==> config.mk <==
export PLATFORM = sky130hd
export DESIGN_NAME = instr_fetch_unit
export DESIGN_NICKNAME = d
export VERILOG_FILES = /design/src/rtl/instr_fetch_unit.sv
export SDC_FILE = /design/constraint.sdc
export NUM_CORES = 1
export LEC_CHECK = 0
export CAP_MARGIN = 20
export CORE_UTILIZATION = 40
export DETAILED_ROUTE_END_ITERATION = 8
export PLACE_DENSITY_LB_ADDON = 0.15
export SYNTH_ARGS = -nofsm -noshare
export SYNTH_HDL_FRONTEND = slang
export SYNTH_SLANG_ARGS = --single-unit
export TNS_END_PERCENT = 5
==> constraint.sdc <==
create_clock -name clk -period 8.5 [get_ports clk]
set_input_delay 1.275 -clock clk [delete_from_list [all_inputs] [get_ports clk]]
set_output_delay 1.275 -clock clk [all_outputs]
set_load 0.01 [all_outputs]
==> src/rtl/instr_fetch_unit.sv <==
// ----------------------------------------------------------------------------
// instr_fetch_unit
//
// Fetch front end between the program-counter register and decode. It keeps
// its own fetch PC, reads one 32-bit word per cycle from a combinational
// instruction memory port and buffers up to two {pc, word} entries in a small
// FIFO. The buffer head is offered to decode over a valid/ready handshake.
// Branch redirects flush the buffer and restart fetch. Fetching past the end
// of instruction memory parks the unit in HALT. A misaligned redirect target
// parks it in FAULT.
//
// Handshake: inst_valid/inst_word/inst_pc come straight from registers and
// never depend combinationally on inst_ready. An entry is consumed on a
// rising clk edge where inst_valid && inst_ready. Once inst_valid is high it
// stays high, with the same head, until that entry is consumed or a redirect
// or reset flushes the buffer. inst_ready is ignored while inst_valid is low.
//
// Ports:
//   clk          rising-edge clock
//   reset        asynchronous, active-high reset
//   redirect     taken branch/jump: flush buffer, refetch from redirect_pc
//   redirect_pc  new fetch target (a misaligned target enters FAULT)
//   imem_addr    byte address to instruction memory (equals fetch_pc)
//   imem_rdata   instruction word at imem_addr, valid in the same cycle
//   inst_valid   buffer head is valid
//   inst_ready   decode accepts the head this cycle
//   inst_word    head instruction word (0 when empty)
//   inst_pc      head instruction PC (0 when empty)
//   fetch_pc     current fetch address register
//   halted       FSM is in HALT
//   fault        FSM is in FAULT
// ----------------------------------------------------------------------------
module instr_fetch_unit #(
  parameter logic [63:0] RESET_PC   = 64'd0,
  parameter int unsigned IMEM_BYTES = 128
) (
  input  logic        clk,
  input  logic        reset,
  input  logic        redirect,
  input  logic [63:0] redirect_pc,
  output logic [63:0] imem_addr,
  input  logic [31:0] imem_rdata,
  output logic        inst_valid,
  input  logic        inst_ready,
  output logic [31:0] inst_word,
  output logic [63:0] inst_pc,
  output logic [63:0] fetch_pc,
  output logic        halted,
  output logic        fault
);

  typedef enum logic [1:0] {
    ST_FETCH = 2'd0,
    ST_HALT  = 2'd1,
    ST_FAULT = 2'd2
  } state_t;

  state_t      state_q, state_d;
  logic [63:0] fetch_pc_q, fetch_pc_d;
  logic [1:0]  count_q, count_d;
  logic        rd_ptr_q, rd_ptr_d;
  logic        wr_ptr_q, wr_ptr_d;
  logic [63:0] buf_pc_q   [2];
  logic [31:0] buf_word_q [2];

  logic pop;
  logic slot_free;
  logic in_range;
  logic fetch_try;
  logic push;

  assign inst_valid = (count_q != 2'd0);
  assign pop        = inst_valid && inst_ready;
  // A full buffer can still accept a push when the head leaves this cycle.
  assign slot_free  = (count_q < 2'd2) || pop;
  assign in_range   = (fetch_pc_q < 64'(IMEM_BYTES));
  // fetch_try is the push condition without the address-range term; when it
  // holds with an out-of-range address the unit halts instead of pushing.
  assign fetch_try  = (state_q == ST_FETCH) && slot_free && !redirect;
  assign push       = fetch_try && in_range;

  // Next-state logic: redirect overrides every other update.
  always_comb begin
    state_d    = state_q;
    fetch_pc_d = fetch_pc_q;
    count_d    = count_q;
    rd_ptr_d   = rd_ptr_q;
    wr_ptr_d   = wr_ptr_q;
    if (redirect) begin
      // Flush: any pop in this cycle is discarded along with the buffer.
      count_d    = 2'd0;
      rd_ptr_d   = 1'b0;
      wr_ptr_d   = 1'b0;
      fetch_pc_d = redirect_pc;
      state_d    = (redirect_pc[1:0] == 2'b00) ? ST_FETCH : ST_FAULT;
    end else begin
      if (pop) begin
        rd_ptr_d = ~rd_ptr_q;
      end
      if (push) begin
        wr_ptr_d   = ~wr_ptr_q;
        fetch_pc_d = fetch_pc_q + 64'd4;
      end
      count_d = count_q + {1'b0, push} - {1'b0, pop};
      if (fetch_try && !in_range) begin
        state_d = ST_HALT;
      end
    end
  end

  always_ff @(posedge clk or posedge reset) begin
    if (reset) begin
      state_q    <= ST_FETCH;
      fetch_pc_q <= RESET_PC;
      count_q    <= 2'd0;
      rd_ptr_q   <= 1'b0;
      wr_ptr_q   <= 1'b0;
    end else begin
      state_q    <= state_d;
      fetch_pc_q <= fetch_pc_d;
      count_q    <= count_d;
      rd_ptr_q   <= rd_ptr_d;
      wr_ptr_q   <= wr_ptr_d;
    end
  end

  // Buffer storage. Slots are only read while count_q says they hold data.
  always_ff @(posedge clk or posedge reset) begin
    if (reset) begin
      buf_pc_q[0]   <= 64'd0;
      buf_pc_q[1]   <= 64'd0;
      buf_word_q[0] <= 32'd0;
      buf_word_q[1] <= 32'd0;
    end else if (push) begin
      buf_pc_q[wr_ptr_q]   <= fetch_pc_q;
      buf_word_q[wr_ptr_q] <= imem_rdata;
    end
  end

  assign imem_addr = fetch_pc_q;
  assign fetch_pc  = fetch_pc_q;
  assign inst_word = inst_valid ? buf_word_q[rd_ptr_q] : 32'd0;
  assign inst_pc   = inst_valid ? buf_pc_q[rd_ptr_q]   : 64'd0;
  assign halted    = (state_q == ST_HALT);
  assign fault     = (state_q == ST_FAULT);

endmodule

; Word-level counts from Yosys, hierarchy flattened
; Cells that the tools add are included.
[word_totals]
ff_bits = 262
input_bits = 100
elab_cells = 62
[op_classes]
add_sub_neg = 3
order_cmp = 5
eq_ne = 2
mux = 24
bitwise_logic = 4
reduce_logical = 15
[ops]
columns = op, count
row1 = two-way mux 64 bit, 7
row2 = two-way mux 32 bit, 5
row3 = bitwise mux 128 bit, 1
row4 = adder 64 x 3 -> 64 bit (second input constant), 1
row5 = bitwise mux 64 bit, 1
row6 = demux 64 bit (select 1 bit), 1
row7 = < comparator 64 x 8 -> 1 bit (second input constant), 1
row8 = demux 32 bit (select 1 bit), 1
row9 = two-way mux 2 bit, 4
row10 = nonzero test 2 bit, 4
row11 = logical AND 1 bit, 6
row12 = >= comparator 2 bit (second input constant), 2
row13 = zero test 2 bit, 2
row14 = two-way mux 1 bit, 4
row15 = inverter 1 -> 2 bit, 2
row16 = adder 2 x 1 -> 2 bit, 1
row17 = equality test 2 x 1 -> 1 bit (second input constant), 1
row18 = equality test 2 bit (second input constant), 1
row19 = zero test 1 bit, 2
row20 = < comparator 2 x 1 -> 1 bit (second input constant), 1
row21 = < comparator 2 bit (second input constant), 1
row22 = inverter 1 bit, 2
row23 = subtractor 2 x 1 -> 2 bit, 1
row24 = logical OR 1 bit, 1

; Depth between registers and ports, before layout
; Gate-level depths: netlist of run 1.
[logic_depth]
depth_word = 9
ltp_mapped = 11
ltp_nobuf = 10

; Worst setup path before layout of run 1
; OpenSTA, ideal clock, no wires.
[synth_timing]
kind = input-to-reg
from = input redirect
to = register count_q[0]
setup_time_ns = 0.132
arrival_ns = 3.245
required_ns = 8.368
setup_slack_ns = 5.122
stages = 9
path_buffers = 1
cell_sequence = or4_1 or3_1 clkbuf_1 nor2_1 inv_1 ha_1 inv_1 ha_1 nor2b_1
[synth_via]
elab_chain_len = 6
[synth_rtl]
columns = item, line_no
row1 = from (decl), 39  ; input logic redirect,
row2 = zero test 1 bit, 79  ; assign fetch_try = (state_q == ST_FETCH) && slot_free && !redirect;
row3 = logical AND 1 bit, 79
row4 = logical AND 1 bit, 80  ; assign push = fetch_try && in_range;
row5 = adder 2 x 1 -> 2 bit, 104  ; count_d = count_q + {1'b0, push} - {1'b0, pop};
row6 = subtractor 2 x 1 -> 2 bit, 104
row7 = two-way mux 2 bit *, 89  ; if (redirect) begin
row8 = named net count_d[0], 60  ; logic [1:0] count_q, count_d;
row9 = to (signal assigned), 121  ; count_q <= count_d;
row10 = to (decl), 60
; The timed path passes the listed nets; every way through them passes the cells marked *.
; A chain may end at the register's enable or synchronous reset.

; Worst setup path after layout of run 1
[layout_timing]
from = register rd_ptr_q
to = output inst_pc[59]
[layout_via]
elab_chain_len = 5
[layout_rtl]
columns = item, line_no
row1 = from (decl), 61  ; logic rd_ptr_q, rd_ptr_d;
row2 = from (signal assigned), 122  ; rd_ptr_q <= rd_ptr_d;
row3 = inverter 1 -> 2 bit (implied by the code), 143  ; assign inst_pc = inst_valid ? buf_pc_q[rd_ptr_q] : 64'd0;
row4 = two-way mux 64 bit (implied by the code) (3 in a row), 143
row5 = two-way mux 64 bit, 143
row6 = to (decl), 46  ; output logic [63:0] inst_pc,
; No other way between the ends. The select of a mux whose other input is x is not followed.

==> metrics list, run 1 <==
- Area enclosed by the die boundary: 0.0290 mm2
- After synthesis the cells add up to about 0.011 mm2.
- Summed over all nets, the half-perimeter wirelength after detailed placement is about 18 mm.
- For this block, the via count after detailed routing is 7396.
- Fraction of synthesized cell area taken by the top area cell type: 0.578
* Outcome: finished clean
- Clock-pin slew was measured on the worst setup and hold paths at 0.06 ns.
- The number of failing hold endpoints at the final stage was 0.
- From left edge to right edge, the die measures 170 um.
* Data required, critical path: 7.22 ns
- Worst slack on hold paths: around 0.48 ns
* Clock Sinks: 262
* P per Cell Area: 208 mW/mm2
- The critical path goes through buf_4, mux2i_1, nor2_1, clkdlybuf4s50_1.
- Syn-to-layout area delta: 36.7%
* Slowest cell on the critical path: sky130_fd_sc_hd__dfrtp_4
- Number of distinct standard cells referenced by the synthesized netlist: 36
- The first global-routing pass estimated 43.7 mm of wire.
- In this run the core area contains 61 standard-cell rows.
- Rel. slew slack: 0.374
- The Yosys step of the flow raised 0 warnings.
* Number of buffers added on ports: 326
* Leakage: about 6.6 nW
- Top-level I/O count: ~330
- For the pin with the worst max-slew slack, the measured transition is 0.939 ns.
* Crit-path max FO: 53
* Total negative slack: 0 ns
- CTS placed an instance of sky130_fd_sc_hd__clkbuf_16 at the clock tree root.
* Final worst-path cycle share: 0.542
- Entering global routing, the biggest net connects about 110 pins.
- Slowest stage delay, CP: 0.98 ns
- Area inside the core boundary: 0.0279 mm2
* Post-synthesis instance total: roughly 900
* PnR Total Power: 0.00322 W
- Across every metal layer, demand over resource in global routing totals 0.194.
- After the last flow step, the layout net total stands at around 1300.
* Total setup violations reported at the end of the flow: 0
* Type of element launching the critical path: flop
* Max-capacitance violation count: 0
- Summed over all layers, the routed wires come to ~28 mm.
- Worst skew pair latency: 0.53 ns
- After clock tree synthesis, the setup repair step added 0 buffers.
* Sum of overflow across all layers after global routing: 0
- After clock tree synthesis, the repair step resized 0 gates.
- Using the TritonRoute via totals, the vias-per-cell ratio works out to 4.77.
- The repair_antennas step left the layout with diodes totalling 0.
* Post-CTS Hold Fix Bufs: 0
* Setup WS post-layout: 3.89 ns
* RePlAce Congestion: approximately 0.79
- CTS built an H-tree with a depth of 1.
- Worst Path Class, Setup: reg2out
- Clock tree from TritonCTS: yes
* Clock tree skew after final layout: around 0.013 ns
* DR WL/cell: roughly 18 um
- The synthesized design contains 262 register bits.
* Share of layout cells above drive strength 1: 0.169
- OpenSTA, run right after detailed placement, puts the worst setup slack at 3.70 ns.
- The initial antenna violation count was 1.
- Number of CTS-inserted buffers: 29
- Y dimension of the die: around 170 um
- Post-Route Utilization: 0.557
- Crit path DAT: 3.33 ns
- Count of final max-slew check failures: 0
* Synthesized net count: 1002
- The worst setup path is captured at an output pin.
* Vias in the first global route: 7576
- RSZ-0062 raised after global routing: false
- Mean instance size in the synthesized netlist: around 13 um2
* Number of search-and-repair iterations in the first detailed-routing pass: 4
- Sorting the synthesized cells by area gives the leading types as sky130_fd_sc_hd__dfrtp_1 (58%), sky130_fd_sc_hd__mux2_2 (13%), sky130_fd_sc_hd__mux2i_1 (8.6%), sky130_fd_sc_hd__buf_4 (4.4%), sky130_fd_sc_hd__nor2b_1 (3.5%).
- Cell type with the highest aggregate area in the netlist: sky130_fd_sc_hd__dfrtp_1
* Effective utilization at floorplan: 0.407
- Across the VDD grid, the largest voltage drop is 141 uV.
- Buffer depth of the longest clock path: 3
- After detailed routing, the number of remaining DRC violations is 0.
- The critical path contains buffers and inverters numbering 2 combined.
* Hold WC Path Type: reg2reg
- Iter 0 DRT Violations: 267
- Antenna Nets Post-Route: 0
* Clock period minus final worst setup slack: 4.61 ns
- In this design, the largest share of critical-path delay is due to buffers and inverters.
- The share of the Yosys chip area taken by registers is 0.578.
- Timing would allow up to 217 MHz.
state kept, by name, indices dropped and copies added, names as in the netlist:
| signal | flops |
|---|---|
| buf_pc_q | 128 |
| buf_word_q | 64 |
| fetch_pc | 64 |
| count_q | 2 |
| state_q | 2 |
| rd_ptr_q | 1 |
| wr_ptr_q | 1 |
cell usage in the layout (no fill, tap or decap), types with 3 or more instances in the layout:
cell type,instances
sky130_fd_sc_hd__clkinv_2,5
sky130_fd_sc_hd__inv_1,3
sky130_fd_sc_hd__o211ai_1,3
sky130_fd_sc_hd__ha_1,3
sky130_fd_sc_hd__nand2b_1,3
sky130_fd_sc_hd__buf_4,9
sky130_fd_sc_hd__nor2b_1,63
sky130_fd_sc_hd__nand2_1,3
sky130_fd_sc_hd__nor3_1,3
sky130_fd_sc_hd__mux2i_1,97
sky130_fd_sc_hd__a32oi_1,3
sky130_fd_sc_hd__bufinv_16,3
sky130_fd_sc_hd__dfrtp_1,261
sky130_fd_sc_hd__nor4_1,13
sky130_fd_sc_hd__nand3_1,3
sky130_fd_sc_hd__a21oi_1,3
sky130_fd_sc_hd__nor2_1,102
sky130_fd_sc_hd__clkbuf_1,9
sky130_fd_sc_hd__clkbuf_16,29
sky130_fd_sc_hd__or4_1,3
sky130_fd_sc_hd__mux2_2,134
sky130_fd_sc_hd__and2_1,60
sky130_fd_sc_hd__clkdlybuf4s50_1,325
sky130_fd_sc_hd__clkbuf_8,7
synth_stat cells, drive strengths merged:
master and number:
a211oi 1, a21o 1, a21oi 3, a221o 1, a31oi 1, a32oi 3
and2 60, buf 88, clkbuf 27, dfrtp 262, ha 3, inv 4
mux2 136, mux2i 97, nand2 3, nand2b 3, nand3 4, nand4 2
nand4b 1, nor2 103, nor2b 63, nor3 6, nor4 13, o211ai 3
o21ai 1, o21ba 1, o31ai 1, or3 2, or4 3, xnor2 2
xor2 1
cell families (layout without fill, tap and decap cells):
kind of cell / Yosys count / after routing / synth area share
simple gates: 263 / 263 / 0.123
flops: 262 / 262 / 0.578
mux: 233 / 233 / 0.221
buf+inv: 119 / 394 / 0.0621
compound gates: 16 / 16 / 0.0104
fa+ha+maj: 3 / 3 / 0.00331
xor+xnor: 3 / 3 / 0.00232
layout make-up:
class,count,area [um2]
Inverter,4,22.5
Tap cell,378,473
Timing Repair Buffer,337,3380
Sequential cell,262,6560
Clock inverter,8,115
Fill cell,2347,12400
Clock buffer,45,856
Multi-Input combinational cell,518,4100
worst paths after layout:
check | start | end | slack [ns] | cells after the start
max in group asynchronous | reset | buf_pc_q[21] | 5.77 | 3
worst min register to register | buf_pc_q[17] | buf_pc_q[17] | 0.48 | 1
worst max register to register | fetch_pc[44] | buf_pc_q[68] | 5.02 | 7
min in group asynchronous | reset | buf_word_q[7] | 1.27 | 2
worst max-delay path | rd_ptr_q | inst_pc[59] | 3.89 | 4
worst min-delay path | buf_pc_q[17] | buf_pc_q[17] | 0.48 | 1
per-stage QoR:
step	cells	cell area, um2
after global placement	1497	14500
after CTS	1550	15500
after detailed placement	1497	14500
after floorplan	899	11300
after global routing	1552	15500
final	1552	15500
routing by layer:
metal  part of all wire  track usage  wire (um)  vias to the layer above
li1                   -            -          -                     3481
met1               0.43        0.258      12000                     3654
met2               0.48        0.317      13200                      217
met3              0.071       0.0530       1980                       42
met4              0.020       0.0427        549                        2
met5            0.00047            0         13                        -
where the power goes:
part / internal [W] / switching, W
clock network: 0.000777 / 0.000480
registers: 0.00129 / 0.0000878
logic: 0.000302 / 0.000280
total: 0.00237 / 0.000848
Note: power is estimated with default switching activity, not from simulation.
==> run 2: changes to the inputs <==
Clock period 8.5 ns to 4.1 ns, I/O delays scaled along.
==> metrics list, run 2 (same netlist as run 1, synthesis figures left out) <==
- The filler cells instantiated in the layout total 2347.
- Clock Sinks: ~260
- Vias in the first global route: around 7600
- Total area of multi-input combinational cells: a little over 0.004 mm2
- IR analysis of the VDD net gives a maximum drop of 277 uV.
- Slowest cell on the critical path: sky130_fd_sc_hd__dfrtp_4
* Vias after detailed routing: 7368
- Buffers added to address setup during post-CTS repair amount to 0.
- The register with the most flip-flops in the layout has 128 of them.
- Power spread over the standard cell area amounts to between 400 and 500 mW/mm2.
- Number of hold violations in the final report: 0
- Slowest stage delay, CP: 0.74 ns
* PnR Total Power: 0.00681 W
- Post-CTS sizing: 0
- Max-capacitance violation count: 0
- The first global-routing pass estimated between 40 and 50 mm of wire.
- Hold_sp: buf_pc_q[21]
- Leaving out fill and tap cells, the most frequent cell in the layout is sky130_fd_sc_hd__clkdlybuf4s50_1.
- The die covers 0.0290 mm2.
* Leakage: between 6 and 7 nW
* Worst Path Class, Setup: reg2out
- Rel. slew slack: 0.280
* Total negative slack: 0 ns
- H-tree Lvls: 1
* Post-detailed-route via-to-cell ratio: ~4.7
* Clock period minus final worst setup slack: slightly above 3 ns
- Dominant delay contributor by cell family on the critical path: buffers and inverters
- From synthesis to final layout, the design area changed by 37.6%.
- 327 I/O pins were placed.
* Type of element launching the critical path: flop
- Crit-path max FO: between 40 and 50
* Y dimension of the die: 170 um
- Half-perimeter wire length of the detailed placement result: 18.4 mm
* Data required, critical path: 3.48 ns
* Iter 0 DRT Violations: between 300 and 400
- Number of buffers added on ports: 326
- Buf+Inv Stages, Crit Path: 2
- Worst hold path depth: 1
- Endpoint of the most critical register-to-register path: buf_pc_q[67]
- For this run, the top clock speed supported by timing is 321 MHz.
- Clock tree from TritonCTS: yes
* Number of search-and-repair iterations in the first detailed-routing pass: 4
- Combined flip-flop and latch cell area: 0.00656 mm2
- Buffer depth of the longest clock path: 3
- Clock-pin slew on the worst setup and hold paths: around 0.06 ns
- Worst skew pair latency: 0.53 ns
- Std-Cell Rows: 61
- Of the cells placed in the final design, the portion with a size suffix greater than 1 is 0.176.
- Setup WS post-layout: 0.987 ns
* Pre-CTS setup slack: between 0.6 and 0.7 ns
- Total setup violations reported at the end of the flow: 0
- Across all register-to-register paths, the minimum setup slack is 1.27 ns.
* Area inside the core boundary: 0.0279 mm2
- The critical path goes through buf_12, mux2i_1, nor2_1, clkdlybuf4s50_1.
* DR WL/cell: 17.8 um
- Number of CTS-inserted buffers: 29
- Effective utilization at floorplan: 0.407
- Nets: approximately 1300
- The congestion estimate from routability-driven global placement came to 0.768.
- Final worst-path cycle share: 0.759
* Count of final max-slew check failures: 0
* Post-route DRC: 0
- Outcome: finished clean
- Sum of overflow across all layers after global routing: 0
- Hold WC Path Type: reg2reg
- Post-CTS Hold Fix Bufs: 0
* Worst-case reg-to-reg path depth: 6
- The worst setup path is captured at an output pin.
- In the global route stage, overall resource usage came out at 0.194.
- Antenna Nets Post-Route: 0
* Clock tree skew after final layout: roughly 0.015 ns
- Pin count of the biggest net entering global routing: 187
* Most used cells in the layout excluding fill and tap cells: sky130_fd_sc_hd__clkdlybuf4s50_1 (325), sky130_fd_sc_hd__dfrtp_1 (261), sky130_fd_sc_hd__mux2_2 (134), sky130_fd_sc_hd__nor2_1 (102), sky130_fd_sc_hd__mux2i_1 (97)
- For hold timing, the worst endpoint is buf_pc_q[21].
- The tree is rooted in a sky130_fd_sc_hd__clkbuf_16.
* Launching point of the worst reg2reg path: fetch_pc[34]
- The initial antenna violation count came to 3.
- The register with the most flip-flops in the final layout is buf_pc_q.
- Summed over all layers, the routed wires come to between 20 and 30 mm.
* RSZ-0062 raised after global routing: false
* Crit path DAT: 2.50 ns
* Worst Max-Slew Pin Slew: 1.08 ns
* Width of the chip: approximately 170 um
[run 2: how the worst max path moves through the flow]
stage,cells past startpoint,to,from,slack [ns]
2_1_floorplan,1,buf_pc_q[0],reset,0.03
3_3_place_gp,11,count_q[1],inst_ready,0.70
3_5_place_dp,7,buf_word_q[1],inst_ready,0.69
4_1_cts,4,inst_pc[55],rd_ptr_q,0.92
5_1_grt,4,inst_word[5],rd_ptr_q,0.87
6_report,4,inst_pc[4],rd_ptr_q,0.99
[run 2: area by class of cell]
class	count	share of cell area
inverter	4	0.00120
clock buffer	38	0.0544
tap	378	0.0303
multi-input combinational	518	0.263
antenna	1	0.000160
timing repair buffer	337	0.219
sequential	262	0.420
clock inverter	14	0.0119
[run 2: per-layer routing]
layer / global-route usage / up-vias / wire (um)
li1: - / 3472 / -
met1: 0.257 / 3655 / 11900
met2: 0.318 / 206 / 13300
met3: 0.0488 / 35 / 1810
met4: 0.0482 / 0 / 546
met5: 0 / - / 0
[run 2: power breakdown]
| part | leakage [nW] | switching (W) | internal, W |
|---|---|---|---|
| logic | 2.66 | 0.000615 | 0.000634 |
| clock network | 0.513 | 0.00104 | 0.00170 |
| registers | 3.48 | 0.000146 | 0.00268 |
[run 2: per-stage QoR]
step | hold WS, ns | area [um2] | utilization | instances
global route | 0.491 | 15600 | 0.560 | 1552
CTS | 0.488 | 15600 | 0.560 | 1551
detailed placement | 0.471 | 14600 | 0.523 | 1499
global placement | 0.467 | 14600 | 0.523 | 1499
floorplan | 0.453 | 11300 | - | 899
finish | 0.482 | 15600 | 0.560 | 1552
==> run 3: changes to the inputs <==
Clock period 4.1 ns to 3 ns, I/O delays scaled along.
==> metrics list, run 3 (same netlist as run 1, synthesis figures left out) <==
* Iter 0 DRT Violations: 279
* Number of search-and-repair iterations in the first detailed-routing pass: 4
* Effective utilization at floorplan: 0.407
- The worst setup path is launched from a flop.
* Y dimension of the die: 170 um
- In the layout the commonest cells are sky130_fd_sc_hd__clkdlybuf4s50_1 (325), sky130_fd_sc_hd__dfrtp_1 (261), sky130_fd_sc_hd__mux2_2 (134), sky130_fd_sc_hd__nor2_1 (102), sky130_fd_sc_hd__mux2i_1 (97).
- The net count of the finished layout is roughly 1300.
- Sum of overflow across all layers after global routing: 0
- The number of failing hold endpoints at the final stage came to 0.
- The run finished with clean final reports.
- Clock period minus final worst setup slack: 2.74 ns
- Worst supply voltage drop on vdd: roughly 520 uV
- Number of buffers added on ports: 326
- The register with the most flip-flops in the layout has between 100 and 150 of them.
* Buffer depth of the longest clock path: 3
* Combined flip-flop and latch cell area: 0.00656 mm2
- Worst slack on hold paths: 0.365 ns
- TritonCTS built the clock tree.
* Register with the highest flop count: buf_pc_q
- The final layout contains routed wiring with a total length of 28.1 mm.
* Total area of multi-input combinational cells: 0.00410 mm2
- Post-detailed-route via-to-cell ratio: 4.79
* Highest clock frequency the design can meet: 365 MHz
- Post-CTS sizing: 0
* Leakage: 6.68 nW
* P per Cell Area: 586 mW/mm2
- Detailed placement finished with a half-perimeter wire length of 19.0 mm.
- For this run, design rule violations remaining after detail routing come to 0.
* Rel. slew slack: 0.374
- Crit-path max FO: 17
- Across all register-to-register paths, the minimum setup slack is 0.31 ns.
- The initial antenna violation count came to 3.
- DR WL/cell: 18.0 um
* Source of the critical timing path: rd_ptr_q
* Data required, critical path: 2.55 ns
- Clock Sinks: 262
* Hold_sp: redirect
- Share of layout cells above drive strength 1: 0.180
- Between clock sinks in the finished design, the worst skew comes to 0.0146 ns.
- The startpoint identified for the worst register-to-register timing path is fetch_pc[21].
- Std-Cell Rows: between 60 and 70
* Crit path DAT: 2.29 ns
- The first global-routing pass estimated 44.0 mm of wire.
- Buffers inserted during clock tree synthesis total 29.
- The tool flagged a number of max-cap violations equal to 0.
* Commonest non-fill, non-tap cell in the layout: sky130_fd_sc_hd__clkdlybuf4s50_1
- Critical Path End Type: output pin
- Entering global routing, the biggest net connects roughly 130 pins.
- The floorplan step defined a die boundary enclosing 0.0290 mm2.
- Non-Filler Cell Area, Final: about 0.016 mm2
- The number of antenna diodes in the final layout is 0.
- Summing all placed instances gives a cell area of 0.0147 mm2.
* H-tree Lvls: 1
- Of the available clock period, the critical path in the final layout requires 0.913.
- Post-Route Utilization: 0.562
- Antenna Nets Post-Route: 0
- Total negative slack: 0 ns
* Worst skew pair latency: roughly 0.54 ns
- Width of the chip: roughly 170 um
- The critical path ends at inst_pc[31].
- Vias in the first global route: 7799
* Worst-case reg-to-reg path depth: 6
- Vias after detailed routing: 7504
* Combined global-route utilization of all metal layers: 0.195
- Count of final max-slew check failures: 0
- Worst Max-Slew Pin Slew: 0.939 ns
* Area inside the core boundary: 0.0279 mm2
- Compared with the post-synthesis result, the final layout area differs by 38.0%.
- Endpoint of the most critical register-to-register path: buf_word_q[49]
* Clock-pin slew on the worst setup and hold paths: about 0.06 ns
- CTS Root Cell: sky130_fd_sc_hd__clkbuf_16
- During I/O placement, the number of pins put on the boundary was roughly 330.
- Fill cells in the final layout number 2383.
- RSZ-0062 raised after global routing: false
- Routability-driven placement finished with a final weighted congestion of 0.765.
* Worst Path Class, Setup: reg2out
- Setup violations remaining at the end of the flow were counted as 0.
- The min-delay analysis places its worst path in the category in2reg.
-- run 3: worst min path at each step --
stage	endpoint	slack (ns)	depth (start not counted)
2_1_floorplan	buf_pc_q[10]	0.45	1
3_3_place_gp	buf_pc_q[58]	0.47	1
3_5_place_dp	buf_pc_q[21]	0.47	1
4_1_cts	fetch_pc[28]	0.34	3
5_1_grt	fetch_pc[28]	0.35	3
6_report	fetch_pc[28]	0.36	3
-- run 3: timing repair --
| item | CTS | global route |
|---|---|---|
| setup buffers | 0 | 1 |
| endpoints found under the hold margin | 0 | 0 |
| hold buffers | 0 | 0 |
| endpoints found under the setup margin | 0 | 1 |
-- run 3: layout make-up --
type	instances	share of cell area
flip-flops and latches	262	0.419
multi-input cells	518	0.262
repair buffers	351	0.225
clock buffers	42	0.0527
well taps	378	0.0302
clock inverters	12	0.00959
inverters	4	0.00120
-- run 3: layer usage --
layer | track usage | routed length [um] | part of all wire
met1 | 0.249 | 12100 | 0.43
met2 | 0.326 | 13500 | 0.48
met3 | 0.0547 | 1870 | 0.066
met4 | 0.0462 | 585 | 0.021
met5 | 0 | 26 | 0.00092
-- run 3: per-stage QoR --
stage | total power [W] | cells | setup WS, ns
3_3_place_gp | 0.00566 | 1512 | 0.0616
3_5_place_dp | 0.00566 | 1512 | -0.0374
4_1_cts | 0.00931 | 1566 | 0.0641
2_1_floorplan | 0.00485 | 899 | -0.906
6_report | 0.00917 | 1567 | 0.262
5_1_grt | 0.00957 | 1567 | 0.0982
-- run 3: critical path, cell delays in order (launching register included) --
cell                              delay, ns
sky130_fd_sc_hd__dfrtp_4               0.56
sky130_fd_sc_hd__buf_4                 0.35
sky130_fd_sc_hd__mux2i_1               0.12
sky130_fd_sc_hd__nor2_1                0.15
sky130_fd_sc_hd__clkdlybuf4s50_1       0.56
-- run 3: power breakdown --
part | total, W | switching [W] | internal (W)
registers | 0.00383 | 0.000171 | 0.00366
clock network | 0.00359 | 0.00142 | 0.00217
logic | 0.00175 | 0.000870 | 0.000884
